===== src/rtl/mul_iter.sv =====
// Iterative radix-2 shift-add multiplier, signed or unsigned, WIDTH x WIDTH -> 2*WIDTH.
// One operation per start; result lands in hi/lo with a one-cycle done pulse.
module mul_iter #(
    parameter int unsigned WIDTH = 32
) (
    input  logic             i_clk,
    input  logic             i_reset,
    input  logic             i_start,
    input  logic             i_sign,
    input  logic [WIDTH-1:0] i_a,
    input  logic [WIDTH-1:0] i_b,
    output logic             o_busy,
    output logic             o_done,
    output logic [WIDTH-1:0] o_hi,
    output logic [WIDTH-1:0] o_lo
);

    localparam int unsigned CntW = (WIDTH > 1) ? $clog2(WIDTH) : 1;
    localparam logic [CntW-1:0] CntLast = CntW'(WIDTH - 1);

    typedef enum logic [1:0] {StIdle, StRun, StFix} state_e;

    state_e             r_state, w_state_d;
    logic [2*WIDTH-1:0] r_mcand, w_mcand_d;
    logic [WIDTH-1:0]   r_mplier, w_mplier_d;
    logic [2*WIDTH-1:0] r_acc, w_acc_d;
    logic [CntW-1:0]    r_cnt, w_cnt_d;
    logic               r_neg, w_neg_d;
    logic               r_busy, w_busy_d;
    logic               r_done, w_done_d;
    logic [WIDTH-1:0]   r_hi, w_hi_d;
    logic [WIDTH-1:0]   r_lo, w_lo_d;

    logic [WIDTH-1:0]   w_abs_a, w_abs_b;
    logic [2*WIDTH-1:0] w_result;

    // -2^(WIDTH-1) negates to itself, which is the correct unsigned magnitude.
    assign w_abs_a  = (i_sign && i_a[WIDTH-1]) ? -i_a : i_a;
    assign w_abs_b  = (i_sign && i_b[WIDTH-1]) ? -i_b : i_b;
    assign w_result = r_neg ? -r_acc : r_acc;

    always_comb begin
        w_state_d  = r_state;
        w_mcand_d  = r_mcand;
        w_mplier_d = r_mplier;
        w_acc_d    = r_acc;
        w_cnt_d    = r_cnt;
        w_neg_d    = r_neg;
        w_busy_d   = r_busy;
        w_done_d   = 1'b0;
        w_hi_d     = r_hi;
        w_lo_d     = r_lo;
        unique case (r_state)
            StIdle: begin
                if (i_start) begin
                    w_mcand_d  = {{WIDTH{1'b0}}, w_abs_a};
                    w_mplier_d = w_abs_b;
                    w_neg_d    = i_sign & (i_a[WIDTH-1] ^ i_b[WIDTH-1]);
                    w_acc_d    = '0;
                    w_cnt_d    = '0;
                    w_busy_d   = 1'b1;
                    w_state_d  = StRun;
                end
            end
            StRun: begin
                if (r_mplier[0]) begin
                    w_acc_d = r_acc + r_mcand;
                end
                w_mcand_d  = r_mcand << 1;
                w_mplier_d = r_mplier >> 1;
                w_cnt_d    = r_cnt + CntW'(1);
                if (r_cnt == CntLast) begin
                    w_state_d = StFix;
                end
            end
            StFix: begin
                w_hi_d    = w_result[2*WIDTH-1:WIDTH];
                w_lo_d    = w_result[WIDTH-1:0];
                w_done_d  = 1'b1;
                w_busy_d  = 1'b0;
                w_state_d = StIdle;
            end
            default: begin
                w_busy_d  = 1'b0;
                w_state_d = StIdle;
            end
        endcase
    end

    always_ff @(posedge i_clk) begin
        if (!i_reset) begin
            r_state  <= StIdle;
            r_mcand  <= '0;
            r_mplier <= '0;
            r_acc    <= '0;
            r_cnt    <= '0;
            r_neg    <= 1'b0;
            r_busy   <= 1'b0;
            r_done   <= 1'b0;
            r_hi     <= '0;
            r_lo     <= '0;
        end else begin
            r_state  <= w_state_d;
            r_mcand  <= w_mcand_d;
            r_mplier <= w_mplier_d;
            r_acc    <= w_acc_d;
            r_cnt    <= w_cnt_d;
            r_neg    <= w_neg_d;
            r_busy   <= w_busy_d;
            r_done   <= w_done_d;
            r_hi     <= w_hi_d;
            r_lo     <= w_lo_d;
        end
    end

    assign o_busy = r_busy;
    assign o_done = r_done;
    assign o_hi   = r_hi;
    assign o_lo   = r_lo;

endmodule


===== config.mk =====
export PLATFORM = sky130hd
export DESIGN_NAME = mul_iter
export DESIGN_NICKNAME = d
export VERILOG_FILES = /design/src/rtl/mul_iter.sv
export SDC_FILE = /design/constraint.sdc
export NUM_CORES = 1
export LEC_CHECK = 0
export ABC_CLOCK_PERIOD_IN_PS = 5800
export BUFFER_PORTS_ARGS = -buffer_cell sky130_fd_sc_hd__buf_2
export CORE_MARGIN = 1
export CORE_UTILIZATION = 60
export CTS_BUF_LIST = sky130_fd_sc_hd__clkbuf_4 sky130_fd_sc_hd__clkbuf_8 sky130_fd_sc_hd__clkbuf_16
export CTS_CLUSTER_DIAMETER = 100
export CTS_CLUSTER_SIZE = 8
export DETAILED_ROUTE_END_ITERATION = 8
export PLACE_DENSITY = 0.78
export SYNTH_ARGS = -nofsm -noshare
export SYNTH_HDL_FRONTEND = slang
export SYNTH_SLANG_ARGS = --single-unit

===== constraint.sdc =====
create_clock -name i_clk -period 5.8 [get_ports i_clk]
set_input_delay 1.16 -clock i_clk [delete_from_list [all_inputs] [get_ports i_clk]]
set_output_delay 1.16 -clock i_clk [all_outputs]
set_load 0.01 [all_outputs]

== After elaboration in Yosys (flattened, before gate mapping) ==
Index checks and enable logic that the tools add are counted.

* Flip-flop bits (word level): 234
* Input bits: 68
* Word-level logic and storage cells: 51

* Add/sub/neg operators: 5
* Equal/unequal tests: 6
* Muxes and demuxes: 18
* Bitwise gates (word level): 3
* Reduce and logical (&&, ||, !) cells: 9

{| class="wikitable"
|+ Operators by type and width
! operator !! number
|-
| 2-to-1 mux 64 bit || 4
|-
| case mux 64 bit (2 select lines) || 2
|-
| 2-to-1 mux 32 bit || 3
|-
| adder 64 bit || 1
|-
| negation 32 bit || 2
|-
| negation 64 bit || 1
|-
| case mux 32 bit (2 select lines) || 1
|-
| case mux 5 bit (2 select lines) || 1
|-
| AND reduction 2 bit || 4
|-
| inequality test 2 bit, second input constant || 3
|-
| adder 5 x 1 -> 5 bit, second input constant || 1
|-
| == test 5 bit, second input constant || 1
|-
| 2-to-1 mux 5 bit || 1
|-
| 2-to-1 mux 2 bit || 2
|-
| case mux 2 bit (2 select lines) || 1
|-
| AND reduction 3 bit || 1
|-
| == test 2 x 1 -> 1 bit, second input constant || 1
|-
| == test 2 bit, second input constant || 1
|-
| logical AND 1 bit || 2
|-
| zero test 2 bit || 1
|-
| 2-to-1 mux 1 bit || 2
|-
| case mux 1 bit (2 select lines) || 1
|-
| nonzero test 2 bit || 1
|-
| AND 1 bit || 1
|-
| other kinds (2) || 2
|}

== Longest topological paths before layout ==
* Depth in word-level cells: 4
* Depth in mapped cells: 13
* Gate-level depth less buffers: 13

== Worst setup path before layout ==
Ideal clock, no wire load.

* Path type: input-to-reg
* Start point: input i_b[4]
* End point: register r_mplier[29]
* Arrival: 3385 ps
* Data required time: 5675 ps
* Path slack: 2289 ps
* Cell stages on the path: 9
* Path buffers: 0
* Path through: or3_1 or4_1 nor3b_1 and3_1 nand3_1 o41ai_1 xnor2_1 a222oi_1 nor2b_1

* Word-level cells in the longest chain between the ends: 4

{| class="wikitable"
|+ Ends and longest elaborated chain
! element !! RTL line !! source
|-
| start, declared || 11 || <nowiki>input logic [WIDTH-1:0] i_b,</nowiki>
|-
| negation 32 bit || 39 || <nowiki>assign w_abs_b = (i_sign && i_b[WIDTH-1]) ? -i_b : i_b;</nowiki>
|-
| 2-to-1 mux 32 bit || 39 ||
|-
| 2-to-1 mux 32 bit || 55 || <nowiki>if (i_start) begin</nowiki>
|-
| case mux 32 bit (2 select lines) || 53 || <nowiki>unique case (r_state)</nowiki>
|-
| end signal, assigned || 105 || <nowiki>r_mplier <= w_mplier_d;</nowiki>
|-
| end, declared || 25 || <nowiki>logic [WIDTH-1:0] r_mplier, w_mplier_d;</nowiki>
|}

Every way passes these cells. The select of a mux whose other input is x is not followed.
A chain may end at the register's enable or synchronous reset.

== Final worst setup path ==
* Start point: register r_acc[0]
* End point: register r_acc[56]

* Word-level cells in the longest chain between the ends: 3

{| class="wikitable"
|+ Ends and longest elaborated chain
! element !! RTL line !! source
|-
| start, declared || 26 || <nowiki>logic [2*WIDTH-1:0] r_acc, w_acc_d;</nowiki>
|-
| start signal, assigned || 106 || <nowiki>r_acc <= w_acc_d;</nowiki>
|-
| adder 64 bit || 67 || <nowiki>w_acc_d = r_acc + r_mcand;</nowiki>
|-
| 2-to-1 mux 64 bit || 66 || <nowiki>if (r_mplier[0]) begin</nowiki>
|-
| case mux 64 bit (2 select lines) || 53 ||
|}

Every way passes these cells. The select of a mux whose other input is x is not followed.

==> run summary <==
Status = finished clean
Die ar. = 0.0254 mm^2
RR Endpoint = r_acc[56]
Max VDD drop = 198 uV
LEAKAGE = 7.40 nW
Global-route wire length before repair = 64700 um
CP max stage delay = 560 ps
CP Launch Point = r_acc[0]
Startpoint types = register
Async S/R FF share, synth = 0
Drt total wl = 39200 um
Largest area contributor in the netlist = dfxtp_1
Area occupied by multi-input gates = 0.00962 mm^2
Rel. slew slack = 0.308
Worst slew pin tran = 1040 ps
Post-synthesis instance area = 0.0149 mm^2
Synth Flop Type = dfxtp_1
Design area = 0.0165 mm^2
Final ANT Viol Nets = 0
Slew Limit Fails = 0
Mapped Cells = 1808
Tcrit/Tclk final = 0.654
CP cell instances = ha_1 -> inv_1 -> fa_1 -> nor2b_1 -> o2111ai_1 -> a21oi_1 -> o211ai_1 -> o211ai_1 -> a21oi_1 -> o221ai_1 -> a41o_1 -> mux2i_1 -> nand2_1
Post-CTS Hold Buffers = 0
Initial antenna violation count = 0
DRC = 0
First DRT Iteration DRCs = 1842
IO Port Bufs = 133
Worst hold path class = reg -> reg
Final Power = 3.90 mW
Crit path DAT = 4190 ps
Worst R2R Setup Slack = 2010 ps
Synth top area cells = dfxtp_1, nor2b_1, xor2_1, ha_1, nand2_1
Final nets = 2001
Met3 usage = 0.0711
Worst r2r path cells = 13
Fillcell total = 2047
Register area share after synthesis = 0.315
YS warnings = 0
Max cap viols = 0
Synthesized area per cell = 8.23 um^2
Final setup violation count = 0
Setup TNS = 0 ps
Grt ovf = 0
#FFs+latches synth = 234
Register Area = 0.00469 mm^2
CTS tree = yes
Pin count of the biggest net entering global routing = 123
Die Y-Extent = 159 um
Post-CTS sizing = 0
Initial core utilization = 0.612
Post-CTS Setup Inserts = 0
TritonRoute pass-1 iters = 8
Crit end category = register
Pwr Density = 236 mW/mm^2
Die width = 159 um
Worst-skew pair later-pin latency = 500 ps
Area grow syn2layout = 11.0%
R2r startpoint = r_acc[0]
Vias in the first global route = 12700
Num rows = 57
CORE AREA = 0.0243 mm^2
Max Clock Freq = 0.264 GHz
GPL Wtd Cong = 0.986
Top cell type's share of synthesized area = 0.315
Crit path kind = reg -> reg
Share of cells above drive strength 1 = 0.112
Final Hold Fails = 0
GRT Util Overall = 0.306
Yosys cell types = 75
Number of diodes = 0
Dpl cell area = 0.0156 mm^2
Top-level port count = 134
Met2 Track Usage GR = 0.445
Root Driver = clkbuf_16
CTS buffer count = 35
Post-DP HPWL = 28400 um
GRT Max-Usage Layer = met1
CP endpoint = r_acc[56]
Longest Clk Path Bufs = 3
WL per Instance = 17.9 um
EDFF count, synth = 0
RSZ-0062 raised after global routing = false
CP Data Required Time = 6190 ps
CP max FO = 6
Count leader, synth = dfxtp_1
Via Count = 13800
Setup Skew = 10.9 ps
Post-synthesis net count = 1945
Post-layout minimum cycle time = 3790 ps
Vias per std cell = 6.32
GR Util met1 = 0.454
Synth cell count leaders = dfxtp_1, nand2_1, nor2b_1, o21ai_0, clkbuf_1
Slowest-stage cell, CP = o221ai_1
CTS Sinks = 234
Number of H-tree levels = 2
Clock slew at reported path FFs = 50 ps
[per-layer routing]
layer | part of all wire | up-vias
met4 | 0.015 | 0
met2 | 0.41 | 536
met1 | 0.48 | 6468
met5 | 0 | -
li1 | - | 6763
met3 | 0.099 | 57
[final cells by class]
cell class	count	area share
clock buffer	37	0.0561
clock inverter	1	0.000530
inverter	32	0.00727
multi-input combinational	1417	0.582
sequential	234	0.284
tap	324	0.0245
timing repair buffer	144	0.0455
[worst max-delay path: cells and delay by family, from the launching register on]
kind	cells	cell delay, ps
AOI/OAI and AO/OA	7	2080
adders and majority gates	2	610
buffers and inverters	1	60
DFF	1	430
muxes	1	210
and+or+nand+nor	2	280
[worst min path at each step]
stage | startpoint | end | slack (ps) | cells after the start
after detailed placement | r_neg | r_neg | 460 | 2
final | o_hi[19] | o_hi[19] | 460 | 2
after global placement | o_hi[31] | o_hi[31] | 450 | 2
after floorplan | r_acc[51] | r_acc[51] | 470 | 2
after CTS | o_hi[19] | o_hi[19] | 460 | 2
after global routing | o_hi[31] | o_hi[31] | 490 | 2
[per-stage QoR]
| stage | util | cells | hold slack, ps | setup WS [ps] |
|---|---|---|---|---|
| CTS | 0.679 | 2189 | 464 | 2070 |
| detailed placement | 0.641 | 2151 | 460 | 1850 |
| global placement | 0.641 | 2151 | 446 | 1940 |
| global route | 0.679 | 2189 | 495 | 1750 |
| finish | 0.679 | 2189 | 463 | 2010 |
| floorplan | - | 1808 | 472 | 2290 |
[sequential cells by signal, indices dropped and copies added, names as in the netlist]
signal    cells
r_neg         1
r_acc        64
o_lo         32
r_mplier     32
o_hi         32
o_busy        1
r_state       2
r_cnt         5
o_done        1
r_mcand      64
[where the power goes]
group | total [mW] | switching [mW] | leakage [nW] | internal (mW)
logic | 0.427 | 0.259 | 5.05 | 0.167
registers | 1.69 | 0.0395 | 1.90 | 1.65
clock network | 1.78 | 0.669 | 0.460 | 1.11
[cell families after synthesis]
kind of cell | Yosys count | share of synthesized area
buffers and inverters | 157 | 0.0409
adder cells (fa/ha/maj) | 69 | 0.0585
multiplexers | 5 | 0.00336
XOR/XNOR | 170 | 0.100
AND/OR/NAND/NOR | 613 | 0.209
flip-flops | 234 | 0.315
AO/OA/AOI/OAI | 560 | 0.274
[placed cells by master (no fill, tap or decap), drive strengths merged, types with 45 or more instances in the layout]
cell type | synthesis | routed
a21oi | 98 | 98
a222oi | 60 | 60
a22oi | 62 | 62
buf | 19 | 144
dfxtp | 234 | 234
ha | 68 | 68
nand2 | 203 | 203
nor2 | 85 | 85
nor2b | 138 | 138
o211a | 45 | 45
o21ai | 117 | 117
xnor2 | 72 | 72
xor2 | 98 | 98
No activity file was read; power rests on OpenSTA's default activity.
